[config.mk]
export PLATFORM = sky130hd
export DESIGN_NAME = fpga_ip_wb_aperture_decoder
export DESIGN_NICKNAME = d
export VERILOG_FILES = /design/src/rtl/fpga_ip_wb_pkg.sv /design/src/rtl/fpga_ip_wb_watchdog.sv /design/src/rtl/fpga_ip_wb_aperture_decoder.sv
export SDC_FILE = /design/constraint.sdc
export NUM_CORES = 1
export LEC_CHECK = 0
export CORE_AREA = 2 2 83 85
export CTS_BUF_LIST = sky130_fd_sc_hd__clkbuf_4 sky130_fd_sc_hd__clkbuf_8
export CTS_CLUSTER_SIZE = 24
export DETAILED_ROUTE_END_ITERATION = 10
export DIE_AREA = 0 0 85 87
export PLACE_DENSITY = 0.82
export SLEW_MARGIN = 0
export SYNTH_ARGS = -nofsm -noshare
export SYNTH_HDL_FRONTEND = slang
export SYNTH_SLANG_ARGS = --single-unit
[constraint.sdc]
create_clock -name WBs_CLK_i -period 2.6 [get_ports WBs_CLK_i]
set_clock_uncertainty 0.1 [all_clocks]
set_input_delay 0.39 -clock WBs_CLK_i [delete_from_list [all_inputs] [get_ports WBs_CLK_i]]
set_output_delay 0.39 -clock WBs_CLK_i [all_outputs]
set_load 0.005 [all_outputs]
[src/rtl/fpga_ip_wb_pkg.sv]
// rtl/fpga_ip_wb_pkg.sv - shared state encodings, default read values and base addresses for the FPGA IP Wishbone fabric
package fpga_ip_wb_pkg;

  // Access state of the aperture decoder
  typedef enum logic [1:0] {
    ST_IDLE = 2'd0,
    ST_BUSY = 2'd1,
    ST_DFLT = 2'd2,
    ST_TOUT = 2'd3
  } wb_state_e;

  // Read data returned when nobody answers
  localparam logic [31:0] WB_DEFAULT_READ_VALUE = 32'hBADFABAC;
  // Reset value used by unimplemented registers inside the slaves
  localparam logic [31:0] FPGA_QL_DEF_REG_VALUE = 32'hFABDEFAC;

  // Standard slave base addresses (17-bit byte addresses)
  localparam logic [16:0] FPGA_WB_SLV0_BASE = 17'h01000;
  localparam logic [16:0] FPGA_WB_SLV1_BASE = 17'h02000;
  localparam logic [16:0] FPGA_WB_SLV2_BASE = 17'h03000;
  localparam logic [16:0] FPGA_WB_SLV3_BASE = 17'h05000;

endpackage

[src/rtl/fpga_ip_wb_watchdog.sv]
// rtl/fpga_ip_wb_watchdog.sv - saturating 8-bit access watchdog with clear/enable and limit-reached flag
module fpga_ip_wb_watchdog #(
  parameter int LIMIT = 15
) (
  input  logic i_clk,
  input  logic i_rst,
  input  logic i_clr,
  input  logic i_en,
  output logic o_limit
);

  localparam logic [8:0] LIMIT_W = 9'(LIMIT);

  logic [7:0] r_cnt;
  logic [8:0] w_cnt_inc;

  assign w_cnt_inc = {1'b0, r_cnt} + 9'd1;

  // Count wait cycles, holding at 255 so a long stall never aliases to a small count
  always_ff @(posedge i_clk) begin
    if (i_rst || i_clr) begin
      r_cnt <= '0;
    end else if (i_en && (r_cnt != 8'hFF)) begin
      r_cnt <= r_cnt + 8'd1;
    end
  end

  // High in the wait cycle whose increment brings the count to the limit;
  // kept independent of i_en so the caller's next-state logic has no loop through it
  assign o_limit = (w_cnt_inc >= LIMIT_W);

endmodule

[src/rtl/fpga_ip_wb_aperture_decoder.sv]
// rtl/fpga_ip_wb_aperture_decoder.sv - Wishbone aperture decoder/interconnect with access watchdog; FPGA_IP_WB_ERR_LOG_EN adds an error log
module fpga_ip_wb_aperture_decoder
  import fpga_ip_wb_pkg::*;
#(
  parameter int                              APERWIDTH          = 17,
  parameter int                              APERSIZE           = 10,
  parameter int                              NUM_SLV            = 4,
  parameter logic [NUM_SLV*APERWIDTH-1:0]    SLV_BASE           = {FPGA_WB_SLV3_BASE, FPGA_WB_SLV2_BASE,
                                                                   FPGA_WB_SLV1_BASE, FPGA_WB_SLV0_BASE},
  parameter logic [31:0]                     DEFAULT_READ_VALUE = WB_DEFAULT_READ_VALUE,
  parameter int                              TIMEOUT_CYCLES     = 15
) (
  input  logic                    WBs_CLK_i,
  input  logic                    WBs_RST_i,
  input  logic [APERWIDTH-1:0]    WBs_ADR_i,
  input  logic                    WBs_CYC_i,
  input  logic                    WBs_STB_i,
  output logic [31:0]             WBs_DAT_o,
  output logic                    WBs_ACK_o,
  output logic [NUM_SLV-1:0]      SLV_CYC_o,
  input  logic [32*NUM_SLV-1:0]   SLV_DAT_i,
  input  logic [NUM_SLV-1:0]      SLV_ACK_i,
`ifdef FPGA_IP_WB_ERR_LOG_EN
  output logic [APERWIDTH-1:0]    ERR_ADR_o,
  input  logic                    ERR_WE_i,
  output logic                    ERR_WE_o,
  output logic [7:0]              ERR_CNT_o,
  output logic                    ERR_IRQ_o,
  input  logic                    ERR_CLR_i,
`endif
  output logic                    TOUT_o
);

  localparam int TAGW = APERWIDTH - APERSIZE;

  wb_state_e            r_state;
  wb_state_e            w_state_nxt;
  logic [NUM_SLV-1:0]   w_hit_vec;
  logic [NUM_SLV-1:0]   w_sel;
  logic                 w_found;
  logic                 w_hit;
  logic [31:0]          w_slv_dat;
  logic                 w_slv_ack;
  logic                 w_cnt_clr;
  logic                 w_cnt_en;
  logic                 w_limit;
  logic                 w_term;
  logic                 w_tout;

  // Compare the address tag against every slave base
  always_comb begin
    w_hit_vec = '0;
    for (int i = 0; i < NUM_SLV; i++) begin
      w_hit_vec[i] = (WBs_ADR_i[APERWIDTH-1:APERSIZE] == SLV_BASE[i*APERWIDTH+APERSIZE +: TAGW]);
    end
  end

  // Overlapping apertures resolve to the lowest slave index
  always_comb begin
    w_sel   = '0;
    w_found = 1'b0;
    for (int i = 0; i < NUM_SLV; i++) begin
      if (w_hit_vec[i] && !w_found) begin
        w_sel[i] = 1'b1;
        w_found  = 1'b1;
      end
    end
  end

  assign w_hit = |w_hit_vec;

  // Read data mux driven by the one-hot select
  always_comb begin
    w_slv_dat = '0;
    for (int i = 0; i < NUM_SLV; i++) begin
      if (w_sel[i]) begin
        w_slv_dat = SLV_DAT_i[i*32 +: 32];
      end
    end
  end

  // Only the selected slave may complete the access
  assign w_slv_ack = |(SLV_ACK_i & w_sel);

  fpga_ip_wb_watchdog #(
    .LIMIT   (TIMEOUT_CYCLES)
  ) u_watchdog (
    .i_clk   (WBs_CLK_i),
    .i_rst   (WBs_RST_i),
    .i_clr   (w_cnt_clr),
    .i_en    (w_cnt_en),
    .o_limit (w_limit)
  );

  // State register
  always_ff @(posedge WBs_CLK_i) begin
    if (WBs_RST_i) begin
      r_state <= ST_IDLE;
    end else begin
      r_state <= w_state_nxt;
    end
  end

  // Next state; a slave ACK beats both abort and timeout in the same cycle
  always_comb begin
    w_state_nxt = r_state;
    w_cnt_clr   = 1'b0;
    w_cnt_en    = 1'b0;
    case (r_state)
      ST_IDLE: begin
        if (WBs_CYC_i && WBs_STB_i) begin
          if (w_hit) begin
            w_state_nxt = ST_BUSY;
            w_cnt_clr   = 1'b1;
          end else begin
            w_state_nxt = ST_DFLT;
          end
        end
      end
      ST_BUSY: begin
        if (w_slv_ack) begin
          w_state_nxt = ST_IDLE;
        end else if (!WBs_CYC_i) begin
          w_state_nxt = ST_IDLE;
        end else begin
          w_cnt_en = 1'b1;
          if (w_limit) begin
            w_state_nxt = ST_TOUT;
          end
        end
      end
      ST_DFLT, ST_TOUT: begin
        w_state_nxt = ST_IDLE;
      end
      default: begin
        w_state_nxt = ST_IDLE;
      end
    endcase
  end

  // Outputs are held quiet while reset is asserted so a reset mid-access never ACKs
  assign w_term    = (r_state == ST_DFLT) || (r_state == ST_TOUT);
  assign w_tout    = w_term && !WBs_RST_i;
  assign TOUT_o    = w_tout;
  assign WBs_ACK_o = !WBs_RST_i && (((r_state == ST_BUSY) && w_slv_ack) || w_term);
  assign SLV_CYC_o = (WBs_RST_i || w_term) ? '0 : (w_sel & {NUM_SLV{WBs_CYC_i}});
  assign WBs_DAT_o = (w_hit && !w_term) ? w_slv_dat : DEFAULT_READ_VALUE;

`ifdef FPGA_IP_WB_ERR_LOG_EN
  logic [APERWIDTH-1:0] r_err_adr;
  logic                 r_err_we;
  logic [7:0]           r_err_cnt;
  logic                 r_err_irq;

  // Record each termination; a termination in the clear cycle still counts
  always_ff @(posedge WBs_CLK_i) begin
    if (WBs_RST_i) begin
      r_err_adr <= '0;
      r_err_we  <= 1'b0;
      r_err_cnt <= '0;
      r_err_irq <= 1'b0;
    end else if (w_tout) begin
      r_err_adr <= WBs_ADR_i;
      r_err_we  <= ERR_WE_i;
      r_err_irq <= 1'b1;
      if (ERR_CLR_i) begin
        r_err_cnt <= 8'd1;
      end else if (r_err_cnt != 8'hFF) begin
        r_err_cnt <= r_err_cnt + 8'd1;
      end
    end else if (ERR_CLR_i) begin
      r_err_cnt <= '0;
      r_err_irq <= 1'b0;
    end
  end

  assign ERR_ADR_o = r_err_adr;
  assign ERR_WE_o  = r_err_we;
  assign ERR_CNT_o = r_err_cnt;
  assign ERR_IRQ_o = r_err_irq;
`else
  // Offset bits inside an aperture are decoded by the slaves, not here
  logic w_unused_adr;
  assign w_unused_adr = ^WBs_ADR_i[APERSIZE-1:0];
`endif

endmodule
==> impl_results.md, run 1 <==
* Worst vdd ir at 0.144 mV
* Post-Layout Cell Count at 537
* Leakage at 1.62 nW
* GPL Wtd Cong at 0.857
* Via density at 5.29
* Area grow syn2layout at 111%
* Vias in the first global route at 2792
* CTS Buf Count at 3
* DIE HEIGHT at 87 um
* Period Utilization, post-route at 0.994
* Post-Syn Instances at 261
* Maxcap violations at 0
* Worst Path Required at 2110 ps
* Worst hold stages at 2
* Count of final max-slew check failures at 0
* Top cells by area, synth: mux2_2 (18%), a221oi_2 (14%), dfxtp_1 (10%)
* WP data arrival at 2090 ps
* N_diodes at 0
* PwrDens at 181 nW/um^2
* HPWL Detailed at 7440 um
* DRC at 0
* Synth Cell Area at 1970 sq um
* DR WL/cell at 18.0 um
* Combinational cell fraction of total power at 0.521
* Min Tclk post-route at 2580 ps
* Post-Route WL at 9650 um
* Ys async rst share at 0
* Cell taking the most area after synthesis: mux2_2
* CP startpoint kind: input pin
* Placed cell count at 526
* Sw Share at 0.256
* Synth unique cells at 53
* Hold crit path type: register to register
* Post-synthesis register bit count at 10
* Synth Net Count at 416
* Vias at 2841
* Largest net degree at the start of global routing at 23
* Worst Setup End Kind: output pin
* Clock network fraction of total power at 0.272
* Clk sinks at 10
* Core Area at 6570 sq um
* First-pass GRT wire length at 14300 um
* Worst relative slew slack at 0.705
* Reg power frac at 0.207
* Outcome: completed
* Primary FF master, synth: dfxtp_1
* Initial antenna violation count at 0
* Post-route setup slack at 16.8 ps
* Clock Root Buffer: clkbuf_8
* EDFF count, synth at 0
* Clk_lat worst skew at 240 ps
* Row Count at 30
* Top-area cell type share of the netlist area at 0.183
* Final Setup Violations at 0
* Antenna Violating Nets Remaining at 0
* Max Clock Freq at 387 MHz
* DP Worst Slack at -498 ps
* Clock-pin slew on the worst setup and hold paths at 50 ps
* DR iter-0 viols at 106
* Die ar. at 7400 sq um
* CTS H-tree depth at 1
* Total grt overflow at 0
* Post-synthesis sequential area ratio at 0.102
* Mean Syn Cell Area at 7.55 sq um
* CP Max Fanout at 6
* Max clock buf depth at 2
* Initial DRT Pass Iterations at 4
* Final nets at 613
* Fin. Hold Viols at 0
* Die W at 85 um
* Slew @ Worst Pin at 439 ps
* P_sw at 0.193 mW
* Crit path kind: input pin to output pin
* Synth warnings at 0
* Share of post-route cells with drive strength above 1 at 0.304
* Internal power at 0.561 mW
* Starting density of the core at 0.300
* All-Layer GR Usage at 0.239
* I/O pin cnt at 191
* R2R cell count at 6
* CTS tree: done
* Port Buffers at 180
-- state kept, by name, indices dropped and copies added (netlist names) --
register and count:
r_state 2, u_watchdog.r_cnt 8
-- what timing repair did --
action | CTS | global route
gates resized for setup | 124 | 26
hold buffers | 0 | 0
endpoints found under the setup margin | 37 | 34
buffers inserted | 3 | 2
gates cloned | 2 | 0
pin swaps | 15 | 6
hold endpoints to repair | 0 | 0
-- synth_stat cells, types with 4 or more instances --
library cell,number
nand2_1,48
a21oi_1,16
clkbuf_1,11
nor3_1,9
dfxtp_1,10
nor2_1,30
a221oi_2,19
a22oi_1,11
buf_2,6
mux2_2,32
a31oi_1,4
-- through the flow --
| stage | TNS (ps) | utilization | power, mW | hold slack, ps | instance area, sq um |
|---|---|---|---|---|---|
| floorplan | 0 | - | 0.269 | 369 | 1970 |
| global placement | -13230 | 0.611 | 0.534 | 433 | 4010 |
| detailed placement | -14730 | 0.611 | 0.538 | 443 | 4010 |
| CTS | -166 | 0.638 | 0.754 | 463 | 4190 |
| global route | -67.0 | 0.634 | 0.787 | 512 | 4160 |
| finish | 0 | 0.634 | 0.755 | 479 | 4160 |
-- power by group through the flow --
stage / sequential [mW] / combinational [mW] / clock [mW]
after floorplan: 0.158 / 0.110 / 0
after global placement: 0.159 / 0.375 / 0
after detailed placement: 0.159 / 0.379 / 0
after CTS: 0.156 / 0.389 / 0.209
after global routing: 0.156 / 0.418 / 0.213
final: 0.156 / 0.393 / 0.205
-- layout by cell type, fill, tap and decap left out, types with 2 or more instances in the layout --
cell,Yosys,final
clkdlybuf4s50_1,0,137
nand2_1,48,48
mux2_2,32,32
nor2_1,30,26
buf_4,3,23
buf_2,6,19
a21oi_1,16,16
a221oi_2,19,16
a22oi_1,11,11
clkbuf_2,0,11
dlygate4sd2_1,0,10
dfxtp_1,10,10
nor3_1,9,9
buf_12,0,7
a221oi_4,0,5
a31oi_1,4,4
clkbuf_8,0,4
inv_1,3,3
nor2_2,0,3
o21ai_0,3,3
nor4_1,3,3
a41oi_1,3,3
nor2b_4,0,2
and3_4,1,2
nand2_2,2,2
nand3b_1,2,2
mux2i_1,2,2
and2_1,2,2
and4_1,2,2
nand3_1,2,2
o21ai_1,2,2
a211oi_1,2,2
nand4_1,2,2
ha_1,2,2
dlymetal6s2s_1,0,2
buf_6,2,2
-- routing by layer --
layer | routed length (um) | part of all wire | global-route usage
met5 | 0 | 0 | 0
met4 | 254 | 0.026 | 0.0491
met3 | 701 | 0.073 | 0.0427
met2 | 4950 | 0.51 | 0.446
met1 | 3750 | 0.39 | 0.285
-- logic make-up (layout without fill, tap and decap cells) --
family,after synthesis,count (layout),synth area share
AO/OA/AOI/OAI,70,70,0.323
buffers and inverters,26,222,0.0667
multiplexers,35,35,0.201
adder cells (fa/ha/maj),2,2,0.0127
XOR/XNOR,1,1,0.00445
AND/OR/NAND/NOR,117,117,0.290
flip-flops,10,10,0.102
-- layout make-up --
class / instances / area, sq um
multi-input cells: 225 / 1740
well taps: 80 / 100
repair buffers: 215 / 2050
inverters: 3 / 11.3
flip-flops and latches: 10 / 200
clock buffers: 4 / 55.1
fillers: 574 / 2410
-- path summary, 6_finish.rpt --
path,startpoint,end,slack (ps)
worst min-delay path,u_watchdog.r_cnt[4]$_SDFFE_PP0P_,u_watchdog.r_cnt[4]$_SDFFE_PP0P_,480
worst min register to register,u_watchdog.r_cnt[4]$_SDFFE_PP0P_,u_watchdog.r_cnt[4]$_SDFFE_PP0P_,480
worst max register to register,u_watchdog.r_cnt[0]$_SDFFE_PP0P_,u_watchdog.r_cnt[4]$_SDFFE_PP0P_,670
worst max-delay path,WBs_ADR_i[15],WBs_DAT_o[18],20
-- worst max-delay path, stage by stage --
cell and delay (ps):
dlygate4sd2_1 250, nor4_4 280, buf_4 180, o21ai_2 50
or2_4 290, buf_12 160, a221oi_4 210, nand2_1 120
buf_2 160
(Power assumes the default switching activity.)
==> run 2: changes to the inputs <==
--- a/config.mk
+++ b/config.mk
@@ -5,12 +5,12 @@
 export SDC_FILE = /design/constraint.sdc
 export NUM_CORES = 1
 export LEC_CHECK = 0
-export CORE_AREA = 2 2 83 85
+export CORE_AREA = 4 4 85 87
 export CTS_BUF_LIST = sky130_fd_sc_hd__clkbuf_4 sky130_fd_sc_hd__clkbuf_8
 export CTS_CLUSTER_SIZE = 24
 export DETAILED_ROUTE_END_ITERATION = 10
-export DIE_AREA = 0 0 85 87
-export PLACE_DENSITY = 0.82
+export DIE_AREA = 0 0 89 91
+export PLACE_DENSITY_LB_ADDON = 0.05
 export SLEW_MARGIN = 0
 export SYNTH_ARGS = -nofsm -noshare
 export SYNTH_HDL_FRONTEND = slang
==> impl_results.md, run 2 (synthesized netlist as in run 1, its figures left out) <==
* Largest net degree at the start of global routing at 22 (-4.3%)
* Max clock buf depth at 2 (unchanged)
* Clock Root Buffer: clkbuf_8
* Worst Path Required at 2110 ps (about the same)
* Max Clock Freq at 394 MHz (+1.8%)
* Tot Pwr at 0.707 mW (-6.3%)
* Clock network fraction of total power at 0.227 (-0.045)
* Final Setup Violations at 0 (unchanged)
* Starting density of the core at 0.310 (+0.0103)
* First-pass GRT wire length at 14700 um (+3.3%)
* Via density at 5.22 (-1.4%)
* Most common cell after layout, fill and taps aside: clkdlybuf4s50_1
* DRC at 0 (unchanged)
* CTS H-tree depth at 1 (unchanged)
* Die W at 89 um (+4.7%)
* Fin. Hold Viols at 0 (unchanged)
* Post-DP Area at 4000 sq um (-0.28%)
* Commonest cells after routing, fill and taps aside: clkdlybuf4s50_1 (138), nand2_1 (48), mux2_2 (32)
* Post-Route Utilization at 0.660 (+0.0266)
* Crit path kind: input pin to output pin
* Post-Layout Cell Count at 537 (unchanged)
* Largest register FFs at 8 (unchanged)
* Initial DRT Pass Iterations at 4 (unchanged)
* Internal power at 0.529 mW (-5.8%)
* Hold crit path type: register to register
* Design Area, Final at 4190 sq um (+0.72%)
* Post-Route WL at 10000 um (+4.0%)
* Maxcap violations at 0 (unchanged)
* Period Utilization, post-route at 0.976 (-0.0178)
* WP data arrival at 2050 ps (-40 ps)
* Share of post-route cells with drive strength above 1 at 0.288 (-0.0166)
* Leakage at 1.76 nW (+8.2%)
* DP Worst Slack at -534 ps (-36.1 ps)
* Min Tclk post-route at 2540 ps (-46.2 ps)
* Core Area at 6350 sq um (-3.3%)
* CP startpoint kind: input pin
* Worst vdd ir at 0.196 mV (+36%)
* DR iter-0 viols at 75 (-29%)
* CTS Buf Count at 3 (unchanged)
* DR WL/cell at 18.7 um (+4.0%)
* HPWL Detailed at 7630 um (+2.4%)
* Port Buffers at 180 (unchanged)
* Fill cells at 560 (-2.4%)
* All-Layer GR Usage at 0.230 (-0.00910)
* Post-route setup slack at 63.0 ps (+46.2 ps)
* Worst relative slew slack at 0.745 (+0.0400)
* Count of final max-slew check failures at 0 (unchanged)
* I/O pin cnt at 191 (unchanged)
* Vias at 2802 (-1.4%)
* CP Max Fanout at 3 (-3)
* RSZ-0062 raised after global routing: false
* Sw Share at 0.252 (-0.00457)
* Placed cell count at 522 (-0.76%)
* Total grt overflow at 0 (unchanged)
* TNS Setup at 0 ps (unchanged)
* Hold Buf Count CTS at 0 (unchanged)
* CTS tree: done
* Clk sinks at 10 (unchanged)
* Reg power frac at 0.221 (+0.014)
* PwrDens at 169 nW/um^2 (-7.0%)
* DIE HEIGHT at 91 um (+4.6%)
* Combinational cell fraction of total power at 0.551 (+0.030)
* Largest registers: u_watchdog.r_cnt (8), r_state (2)
* Clock-pin slew on the worst setup and hold paths at 40 ps (about the same)
* GPL Wtd Cong at 0.833 (-2.8%)
* P_sw at 0.178 mW (-8.0%)
* Vias in the first global route at 2781 (-0.39%)
* Outcome: completed
* Initial antenna violation count at 1 (+1)
* Die ar. at 8100 sq um (+9.5%)
* Row Count at 29 (-3.3%)
* Clk_lat worst skew at 240 ps (about the same)
* Slew @ Worst Pin at 379 ps (-60.6 ps)
* Sequential Area at 200 sq um (unchanged)
* Area grow syn2layout at 113%
* Antenna Violating Nets Remaining at 0 (unchanged)
* R2R cell count at 6 (unchanged)
* Register bank with the most flops: u_watchdog.r_cnt
* Worst hold stages at 1 (-1)
* Worst Setup End Kind: output pin
* Worst hold slack at 456 ps (-23.8 ps)
* Multi-input logic area at 1700 sq um (-2.1%)
* Final nets at 616 (+0.49%)
## run 2: cell count changes in the layout (fill, tap and decap cells not counted), sizes merged
cell,delta
dlygate4sd2,-1
clkdlybuf4s15,+2
clkbuf,-6
dlymetal6s2s,+7
diode,+1
bufbuf,-1
clkdlybuf4s50,+1
## run 2: repair_timing
action,CTS,global route
buffers inserted,8,0
setup endpoints to repair,37,30
gates resized for setup,98,27
pin swaps,9,5
cloned,5,0
## run 2: layout make-up
| cell class | count | share of cell area |
|---|---|---|
| antenna | 1 | 0.000597 |
| clock buffer | 3 | 0.00985 |
| inverter | 3 | 0.00269 |
| multi-input combinational | 225 | 0.407 |
| sequential | 10 | 0.0478 |
| tap | 77 | 0.0230 |
| timing repair buffer | 218 | 0.510 |
## run 2: path summary, 6_finish.rpt
kind	end	slack (ps)	startpoint
worst max register to register	u_watchdog.r_cnt[4]$_SDFFE_PP0P_	720	u_watchdog.r_cnt[1]$_SDFFE_PP0P_
worst min register to register	u_watchdog.r_cnt[2]$_SDFFE_PP0P_	460	u_watchdog.r_cnt[2]$_SDFFE_PP0P_
worst min-delay path	u_watchdog.r_cnt[2]$_SDFFE_PP0P_	460	u_watchdog.r_cnt[2]$_SDFFE_PP0P_
worst max-delay path	SLV_CYC_o[0]	60	WBs_ADR_i[10]
## run 2: per-layer routing
metal,global-route usage,share of wire
met5,0,0
met4,0.0596,0.023
met3,0.0507,0.098
met2,0.410,0.50
met1,0.273,0.37
## run 2: critical path, cell delays in order
cell             delay, ps
clkdlybuf4s15_2        200
nor4_4                 310
buf_4                  160
buf_4                  100
buf_4                  100
nand2_2                 70
nor3_4                 180
clkdlybuf4s50_1        530
## run 2: power by group through the flow
stage | Sequential, mW | Combinational [mW] | Clock, mW
floorplan | 0.158 | 0.110 | 0
global placement | 0.159 | 0.373 | 0
detailed placement | 0.159 | 0.379 | 0
CTS | 0.156 | 0.389 | 0.165
global route | 0.156 | 0.414 | 0.172
finish | 0.156 | 0.390 | 0.161
==> run 3: changes to the inputs <==
--- a/config.mk
+++ b/config.mk
@@ -5,11 +5,11 @@
 export SDC_FILE = /design/constraint.sdc
 export NUM_CORES = 1
 export LEC_CHECK = 0
-export CORE_AREA = 4 4 85 87
+export CORE_AREA = 2 2 83 85
 export CTS_BUF_LIST = sky130_fd_sc_hd__clkbuf_4 sky130_fd_sc_hd__clkbuf_8
 export CTS_CLUSTER_SIZE = 24
 export DETAILED_ROUTE_END_ITERATION = 10
-export DIE_AREA = 0 0 89 91
+export DIE_AREA = 0 0 85 87
 export PLACE_DENSITY_LB_ADDON = 0.05
 export SLEW_MARGIN = 0
 export SYNTH_ARGS = -nofsm -noshare
==> impl_results.md, run 3 (synthesized netlist as in run 1, its figures left out) <==
* Clock Root Buffer: clkbuf_8
* Leakage at 1.65 nW (-5.9%)
* RSZ-0062 raised after global routing: false
* Clock network fraction of total power at 0.221 (-0.006)
* Hold Buf Count CTS at 0 (unchanged)
* Initial antenna violation count at 1 (unchanged)
* First-pass GRT wire length at 13900 um (-5.8%)
* WP data arrival at 2000 ps (-50 ps)
* DR WL/cell at 16.7 um (-10%)
* Starting density of the core at 0.300 (-0.0103)
* Worst Setup End Kind: output pin
* CTS Buf Count at 3 (unchanged)
* Multi-input logic area at 1680 sq um (-1.4%)
* Period Utilization, post-route at 0.958 (-0.0180)
* HPWL Detailed at 6960 um (-8.8%)
* Max clock buf depth at 2 (unchanged)
* Internal power at 0.530 mW (+0.16%)
* Largest net degree at the start of global routing at 17 (-23%)
* Most common cell after layout, fill and taps aside: clkdlybuf4s50_1
* Critical path buffer and inverter count at 6 (+1)
* Reg power frac at 0.224 (+0.003)
* Initial DRT Pass Iterations at 4 (unchanged)
* Vias in the first global route at 2748 (-1.2%)
* Sw Share at 0.241 (-0.0107)
* Die W at 85 um (-4.5%)
* Outcome: completed
* Clk sinks at 10 (unchanged)
* R2R cell count at 7 (+1)
* Maxcap violations at 0 (unchanged)
* Largest registers: u_watchdog.r_cnt (8), r_state (2)
* GPL Wtd Cong at 0.821 (-1.4%)
* Crit. path cell count at 10 (+2)
* Clock-pin slew on the worst setup and hold paths at 40 ps (about the same)
* DR iter-0 viols at 41 (-45%)
* Total grt overflow at 0 (unchanged)
* Via density at 5.06 (-2.9%)
* Worst relative slew slack at 0.711 (-0.0341)
* Crit path kind: input pin to output pin
* Post-Route Utilization at 0.637 (-0.0235)
* Slew @ Worst Pin at 430 ps (+51.8 ps)
* CTS H-tree depth at 1 (unchanged)
* Port Buffers at 180 (unchanged)
* CTS tree: done
* Worst Path Required at 2110 ps (about the same)
* Min Tclk post-route at 2490 ps (-46.7 ps)
* Largest stage delay on the critical path at 260 ps (-270 ps)
* Hold crit path type: register to register
* PwrDens at 167 nW/um^2 (-1.0%)
* Final Setup Violations at 0 (unchanged)
* Area grow syn2layout at 112%
* Fin. Hold Viols at 0 (unchanged)
* Max Clock Freq at 402 MHz (+1.9%)
* Combinational cell fraction of total power at 0.556 (+0.005)
* Vias at 2770 (-1.1%)
* Crit-path cells: dlygate4sd2_1 -> nor4_4 -> buf_4 -> buf_6 -> buf_4 -> and3_4 -> buf_12 -> a221oi_2 -> nand2_1 -> dlygate4sd2_1
* Commonest cells after routing, fill and taps aside: clkdlybuf4s50_1 (137), nand2_1 (48), mux2_2 (32)
* Worst vdd ir at 0.361 mV (+84%)
* Slowest-stage cell, CP: a221oi_2
* DIE HEIGHT at 87 um (-4.4%)
* Count of final max-slew check failures at 0 (unchanged)
* Clk_lat worst skew at 230 ps (about the same)
* Row Count at 30 (+3.4%)
* All-Layer GR Usage at 0.230 (about the same)
* I/O pin cnt at 191 (unchanged)
* Worst hold stages at 1 (unchanged)
* Core Area at 6570 sq um (+3.4%)
* Sequential Area at 200 sq um (unchanged)
* Die ar. at 7400 sq um (-8.7%)
* Fill cells at 581 (+3.8%)
* Worst hold slack at 447 ps (-8.84 ps)
* CP startpoint kind: input pin
* Delay-heaviest family, CP: buffers and inverters
* P_sw at 0.168 mW (-5.5%)
* DRC at 0 (unchanged)
* Share of post-route cells with drive strength above 1 at 0.307 (+0.0193)
* CP Max Fanout at 14 (+11)
* Antenna Violating Nets Remaining at 0 (unchanged)
* Final nets at 623 (+1.1%)
* Post-Route WL at 9160 um (-8.7%)
* Register bank with the most flops: u_watchdog.r_cnt
* Largest register FFs at 8 (unchanged)
run 3: changes by cell type in the layout (fill, tap and decap cells not counted), sizes merged:
| cell | previous run | this run |
|---|---|---|
| clkdlybuf4s15 | 3 | 1 |
| dlygate4sd2 | 9 | 13 |
| bufbuf | 0 | 1 |
| clkbuf | 9 | 7 |
| clkdlybuf4s50 | 138 | 137 |
| buf | 53 | 68 |
| dlymetal6s2s | 9 | 1 |
run 3: per-stage QoR:
step	worst slack, ps	setup TNS [ps]	power (mW)	cell area [sq um]	cells
3_3_place_gp	-450	-13100	0.531	4010	525
5_1_grt	13.1	0	0.740	4180	547
6_report	110	0	0.698	4180	547
3_5_place_dp	-479	-13470	0.534	4010	525
2_1_floorplan	501	0	0.269	1970	261
4_1_cts	-46.5	-166	0.704	4190	544
run 3: layout make-up:
cell class              instances  area share
diodes                          1    0.000598
multi-input cells             225       0.402
inverters                       3     0.00269
flip-flops and latches         10      0.0479
clock buffers                   3     0.00987
well taps                      80      0.0239
repair buffers                225       0.513
run 3: per-layer routing:
layer	global-route usage	wire length [um]	vias to the layer above
li1	-	-	1403
met1	0.291	3820	1244
met2	0.428	4640	119
met3	0.0360	650	4
met4	0.0144	49	0
met5	0	0	-
run 3: power groups by stage:
stage	Sequential, mW	Combinational [mW]	Clock [mW]
floorplan	0.158	0.110	0
global placement	0.159	0.372	0
detailed placement	0.159	0.375	0
CTS	0.156	0.387	0.161
global route	0.156	0.413	0.170
finish	0.156	0.388	0.154
run 3: path summary, 6_finish.rpt:
kind                                     from                               end  slack (ps)
max                             WBs_ADR_i[11]                     WBs_DAT_o[28]         110
min reg2reg  u_watchdog.r_cnt[2]$_SDFFE_PP0P_  u_watchdog.r_cnt[2]$_SDFFE_PP0P_         450
min          u_watchdog.r_cnt[2]$_SDFFE_PP0P_  u_watchdog.r_cnt[2]$_SDFFE_PP0P_         450
max reg2reg  u_watchdog.r_cnt[0]$_SDFFE_PP0P_           r_state[1]$_SDFFE_PP0P_         720
run 3: what timing repair did:
item                                    4_1_cts  5_1_grt
setup buffers                                12        3
gates resized for setup                     134       15
hold endpoints to repair                      0        0
cloned                                        5        0
endpoints found under the setup margin       37       23
pin swaps                                     9        7
